$ cat src/rtl/bp_stream_pump_out.sv
// Transmit-side stream pump: turns a base header plus per-word FSM data into a
// multi-beat BedRock mem stream (critical word first, lock held until the last beat).
// Header layout, LSB first: msg_type[3:0], addr[paddr], size[2:0], lce_id, way_id.
module bp_stream_pump_out #(
    parameter int          paddr_width_p       = 40,
    parameter int          lce_id_width_p      = 4,
    parameter int          lce_assoc_p         = 8,
    parameter int          stream_data_width_p = 64,
    parameter int          block_width_p       = 512,
    parameter logic [15:0] payload_mask_p      = '0,
    localparam int mem_header_width_lp = 4 + paddr_width_p + 3 + lce_id_width_p + $clog2(lce_assoc_p),
    localparam int stream_words_lp     = block_width_p / stream_data_width_p,
    localparam int cnt_width_lp        = $clog2(stream_words_lp)
) (
    input  logic                           clk_i,
    input  logic                           reset_n_i,

    input  logic [mem_header_width_lp-1:0] fsm_base_header_i,
    input  logic [stream_data_width_p-1:0] fsm_data_i,
    input  logic                           fsm_v_i,
    output logic                           fsm_ready_and_o,
    output logic [cnt_width_lp-1:0]        fsm_cnt_o,
    output logic                           fsm_new_o,
    output logic                           fsm_done_o,

    output logic [mem_header_width_lp-1:0] mem_header_o,
    output logic [stream_data_width_p-1:0] mem_data_o,
    output logic                           mem_v_o,
    output logic                           mem_lock_o,
    input  logic                           mem_ready_and_i
);

    localparam int data_bytes_lp   = stream_data_width_p / 8;
    localparam int offset_width_lp = $clog2(data_bytes_lp);
    localparam int entry_width_lp  = 1 + mem_header_width_lp + stream_data_width_p;

    typedef enum logic {
        e_ready,
        e_stream
    } state_e;

    state_e                    state_r, state_n;
    logic [cnt_width_lp-1:0]   cnt_r, cnt_n;
    logic [3:0]                msg_type;
    logic [2:0]                size;
    logic [cnt_width_lp-1:0]   first;
    logic [cnt_width_lp-1:0]   wrap_mask;
    logic [cnt_width_lp-1:0]   beat_idx;
    logic                      push_lock;
    logic                      accept;
    logic                      pop;

    logic [entry_width_lp-1:0] fifo_mem [2];
    logic                      wptr_r;
    logic                      rptr_r;
    logic [1:0]                count_r;
    logic                      full;

    assign msg_type = fsm_base_header_i[3:0];
    assign size     = fsm_base_header_i[4+paddr_width_p +: 3];
    assign first    = fsm_base_header_i[4+offset_width_lp +: cnt_width_lp];

    // wrap_mask = num-1; bit i is set when the message spans more than 2^i words,
    // which also clamps oversized requests to one cache block.
    always_comb begin
        wrap_mask = '0;
        if (payload_mask_p[msg_type]) begin
            for (int i = 0; i < cnt_width_lp; i++) begin
                if (int'(size) > offset_width_lp + i) begin
                    wrap_mask[i] = 1'b1;
                end
            end
        end
    end

    assign beat_idx = (first & ~wrap_mask) | ((first + cnt_r) & wrap_mask);

    assign full            = (count_r == 2'd2);
    assign fsm_ready_and_o = ~full & reset_n_i;
    assign accept          = fsm_v_i & fsm_ready_and_o;
    assign mem_v_o         = (count_r != 2'd0);
    assign pop             = mem_v_o & mem_ready_and_i;

    always_ff @(posedge clk_i or negedge reset_n_i) begin
        if (!reset_n_i) begin
            state_r <= e_ready;
            cnt_r   <= '0;
        end else begin
            state_r <= state_n;
            cnt_r   <= cnt_n;
        end
    end

    always_comb begin
        state_n    = state_r;
        cnt_n      = cnt_r;
        fsm_cnt_o  = first;
        fsm_new_o  = 1'b0;
        fsm_done_o = 1'b0;
        push_lock  = 1'b0;
        case (state_r)
            e_ready: begin
                fsm_cnt_o = first;
                if (accept) begin
                    fsm_new_o = 1'b1;
                    if (wrap_mask == '0) begin
                        fsm_done_o = 1'b1;
                    end else begin
                        push_lock = 1'b1;
                        cnt_n     = cnt_width_lp'(1);
                        state_n   = e_stream;
                    end
                end
            end
            e_stream: begin
                fsm_cnt_o = beat_idx;
                if (accept) begin
                    if (cnt_r == wrap_mask) begin
                        fsm_done_o = 1'b1;
                        cnt_n      = '0;
                        state_n    = e_ready;
                    end else begin
                        push_lock = 1'b1;
                        cnt_n     = cnt_r + cnt_width_lp'(1);
                    end
                end
            end
            default: begin
                state_n = e_ready;
                cnt_n   = '0;
            end
        endcase
    end

    // Two-entry skid buffer decouples the FSM from bus backpressure at full rate.
    always_ff @(posedge clk_i or negedge reset_n_i) begin
        if (!reset_n_i) begin
            wptr_r  <= 1'b0;
            rptr_r  <= 1'b0;
            count_r <= 2'd0;
        end else begin
            if (accept) begin
                wptr_r <= ~wptr_r;
            end
            if (pop) begin
                rptr_r <= ~rptr_r;
            end
            case ({accept, pop})
                2'b10:   count_r <= count_r + 2'd1;
                2'b01:   count_r <= count_r - 2'd1;
                default: count_r <= count_r;
            endcase
        end
    end

    always_ff @(posedge clk_i) begin
        if (accept) begin
            fifo_mem[wptr_r] <= {push_lock, fsm_base_header_i, fsm_data_i};
        end
    end

    assign {mem_lock_o, mem_header_o, mem_data_o} = fifo_mem[rptr_r];

endmodule

$ cat config.mk
export PLATFORM = sky130hd
export DESIGN_NAME = bp_stream_pump_out
export DESIGN_NICKNAME = d
export VERILOG_FILES = /design/src/rtl/bp_stream_pump_out.sv
export SDC_FILE = /design/constraint.sdc
export NUM_CORES = 1
export LEC_CHECK = 0
export BUFFER_PORTS_ARGS = -buffer_cell sky130_fd_sc_hd__clkbuf_2
export CAP_MARGIN = 20
export CORE_ASPECT_RATIO = 0.8
export CORE_MARGIN = 2
export CORE_UTILIZATION = 55
export DETAILED_ROUTE_END_ITERATION = 12
export GPL_TIMING_DRIVEN = 0
export PLACE_DENSITY_LB_ADDON = 0.05
export SLEW_MARGIN = 20
export SYNTH_ARGS = -nofsm -noshare
export SYNTH_HDL_FRONTEND = slang
export SYNTH_SLANG_ARGS = --single-unit
$ cat constraint.sdc
create_clock -name clk_i -period 15.5 [get_ports clk_i]
set_input_delay 0 -clock clk_i [delete_from_list [all_inputs] [get_ports clk_i]]
set_output_delay 0 -clock clk_i [all_outputs]
set_load 0.05 [all_outputs]
==> impl_metrics.env <==
export IMPL_status="complete, no violations"
export IMPL_synth_fa_ha_area_share_pct=0.4140
export IMPL_drt_iter0_drc=287
export IMPL_grt_overflow=0
export IMPL_grt_max_degree=48
export IMPL_synth_top_area_share_pct=78.82
export IMPL_ant_nets=0
export IMPL_rsz0062_at_grt="no"
export IMPL_synth_top_family_by_area="multiplexers"
export IMPL_cp_common_cell="buf_16"
export IMPL_yosysSeqAreaShare_pct=81.03
export IMPL_met1_usage_pct=24.70
export IMPL_antenna_found_initial=0
export IMPL_syn_num_nets=538
export IMPL_hpwl_um=11490
export IMPL_dp_cells=882
export IMPL_fin_crit_ns=2.351
export IMPL_clock_path_buffers=3
export IMPL_clock_fmax_mhz=425.3
export IMPL_synth_mux_area_share_pct=15.12
export IMPL_num_rows=41
export IMPL_power_density_mw_per_mm2=182.8
export IMPL_n_antenna_cell=0
export IMPL_numPortBuffers=247
export IMPL_drive_gt1_share_pct=51.20
export IMPL_yosys_area_top_type="edfxtp_1"
export IMPL_wl_per_cell_um=17.83
export IMPL_rr_worst_depth=6
export IMPL_clk_pin_slew_worst_paths_ns=0.06
export IMPL_cts_buffers=24
export IMPL_crit_slowest_cell="nor2_4"
export IMPL_initial_core_util_pct=56.83
export IMPL_fin_setup_tns_ns=0
export IMPL_async_reset_ff_share_pct=3.252
export IMPL_fin_nets=940
export IMPL_worst_pin_slew_ns=0.6162
export IMPL_ios=248
export IMPL_core_area_mm2=0.01595
export IMPL_worst_ep_required_time_ns=15.70
export IMPL_cp_top_family="simple AND/OR/NAND/NOR gates"
export IMPL_drv_cap=0
export IMPL_maxSlewViolCount=0
export IMPL_max_stage_delay_ns=0.56
export IMPL_p_leak_uw=0.004920
export IMPL_crit_chain="nand2b_2 > nand3_1 > nor2_4 > buf_16 > buf_12 > buf_16"
export IMPL_cts_tree="built"
export IMPL_avgSynthCellArea_um2=21.96
export IMPL_firstDrtPassIters=4
export IMPL_die_y_um=118.8
export IMPL_hold_violations=0
export IMPL_dr_total_vias=5224
export IMPL_cts_setup_buffers=0
export IMPL_synth_cell_types=24
export IMPL_setup_viol=0
export IMPL_yosysWarnings=0
export IMPL_cts_resized=0
export IMPL_post_dp_cell_area_mm2=0.01076
export IMPL_avgViaCountPerCell=4.989
export IMPL_hold_depth=2
export IMPL_design_area_mm2=0.01273
export IMPL_syn_to_final_growth_pct=40.36
export IMPL_syn_inst=413
export IMPL_cp_end_kind="flip-flop"
export IMPL_synth_xor_area_share_pct=0.4830
export IMPL_grt_util_met3_pct=5.977
export IMPL_grt_pass1_vias=5611
export IMPL_routed_wl_um=18670
export IMPL_netlist_top_cells_area="edfxtp_1 (79%), mux2_2 (15%), dfrtp_1 (2.2%), buf_6 (1.2%), ha_1 (0.41%)"
export IMPL_crit_fanout=24
export IMPL_use_met2_pct=37.15
export IMPL_worst_setup_path_start_kind="flip-flop"
export IMPL_syn_area_mm2=0.009067
export IMPL_cp_depth=6
export IMPL_synth_edf_count=238
export IMPL_htree_num_levels=1
export IMPL_cts_root_buffer="clkbuf_16"
export IMPL_clkLatencyLatePin_ns=0.50
export IMPL_grt_busiest_layer="met2"
export IMPL_final_cells=1047
export IMPL_hold_class="in -> reg"
export IMPL_fin_skew_ns=0.01074
export IMPL_synth_seq_cells=246
export IMPL_grt_pass1_wl_um=28530
export IMPL_drc_errors=0
export IMPL_die_w_um=147.6
export IMPL_ir_worst_vdd_v=0.0001673
export IMPL_synth_simple_area_share_pct=1.049
export IMPL_grt_use_total_pct=20.91
export IMPL_fin_crit_sh_pct=15.17
export IMPL_dieArea_mm2=0.01754
export IMPL_critPathKind="reg -> reg"
export IMPL_synth_top_flop_cell="edfxtp_1"
export IMPL_gp_congestion=0.7586
export IMPL_cts_sinks=246
export IMPL_relSlewSlack_pct=58.82
export IMPL_arrival_ns=2.55
export IMPL_path_buf_inv=3
export IMPL_synth_compound_area_share_pct=0.1380
## report_power, final
| group | internal [µW] | switching [µW] |
|---|---|---|
| Sequential | 823 | 20.6 |
| Combinational | 285 | 640 |
| Clock | 327 | 231 |
| Total | 1440 | 891 |
## timing repair
| action | in CTS | in global routing |
|---|---|---|
| hold endpoints to repair | 249 | 0 |
| endpoints found under the setup margin | 0 | 0 |
| hold buffers | 122 | 0 |
## per-stage QoR
stage	total power (µW)	setup slack, ns	hold WS (ns)	utilization (%)
3_5_place_dp	1755	13.18	-0.1167	67.41
2_1_floorplan	1562	9.197	-0.2956	-
6_report	2327	13.15	0.2246	79.77
3_3_place_gp	1747	6.629	-0.1304	66.27
4_1_cts	2333	13.18	0.2101	79.77
5_1_grt	2409	13.00	0.2236	79.77
## cell usage in the layout, fill, tap and decap left out, types with 4 or more instances in the layout
cell,synthesis,layout
clkbuf_16,0,25
mux2_2,120,120
clkbuf_2,0,247
buf_6,10,10
buf_4,4,4
clkinv_1,0,5
edfxtp_1,238,238
clkbuf_1,0,7
clkinv_2,0,4
dlygate4sd3_1,0,122
buf_16,0,4
dfrtp_1,8,8
## Yosys cell counts (2+ instances only)
cell type / number
mux2i_1: 2
edfxtp_1: 238
dfrtp_1: 8
buf_2: 2
nand4_1: 2
buf_4: 4
xnor2_1: 3
mux2_2: 120
inv_1: 2
and2_1: 2
nand2_1: 2
xor2_1: 2
buf_6: 10
ha_1: 3
nor2_1: 4
## cell type report
class,count,area (µm²)
fill,888,3227
multi-input combinational,149,1573
sequential,246,7347
buffer,16,152.6
inverter,2,7.507
tap,215,269.0
timing repair buffer,376,2628
clock inverter,11,98.84
clock buffer,32,651.9
## registers in the layout, summed over array words and instances (netlist names)
signal,count
cnt_r,3
count_r,2
fifo_mem,238
state_r,1
wptr_r,1
rptr_r,1
## logic make-up after synthesis
logic type | Yosys count
AO/OA/AOI/OAI | 2
buffers and inverters | 18
flip-flops | 246
XOR/XNOR | 5
AND/OR/NAND/NOR | 17
multiplexers | 122
adder cells (fa/ha/maj) | 3
## worst register-to-register path, delay by kind of cell (launching register included)
family / cells / cell delay (ns)
buf+inv: 3 / 0.64
flops: 1 / 0.40
simple gates: 3 / 0.98
## path summary, 6_finish.rpt
| check | from | to | slack [ns] |
|---|---|---|---|
| worst max-delay path | count_r[0] | fifo_mem[0][66] | 13.15 |
| worst min-delay path | fsm_data_i[0] | fifo_mem[0][0] | 0.22 |
| worst max register to register | count_r[0] | fifo_mem[0][66] | 13.15 |
| worst min register to register | count_r[0] | count_r[0] | 0.54 |
| max in group asynchronous | reset_n_i | rptr_r | 14.71 |
| min in group asynchronous | reset_n_i | cnt_r[2] | 0.53 |
## routing by layer
| layer | part of all wire (%) | wire length [µm] | up-vias |
|---|---|---|---|
| li1 | - | - | 2438 |
| met1 | 38 | 7151 | 2526 |
| met2 | 51 | 9463 | 219 |
| met3 | 8.1 | 1517 | 41 |
| met4 | 2.9 | 539 | 0 |
| met5 | 0 | 0 | - |
Note: power is estimated with default switching activity, not from simulation.
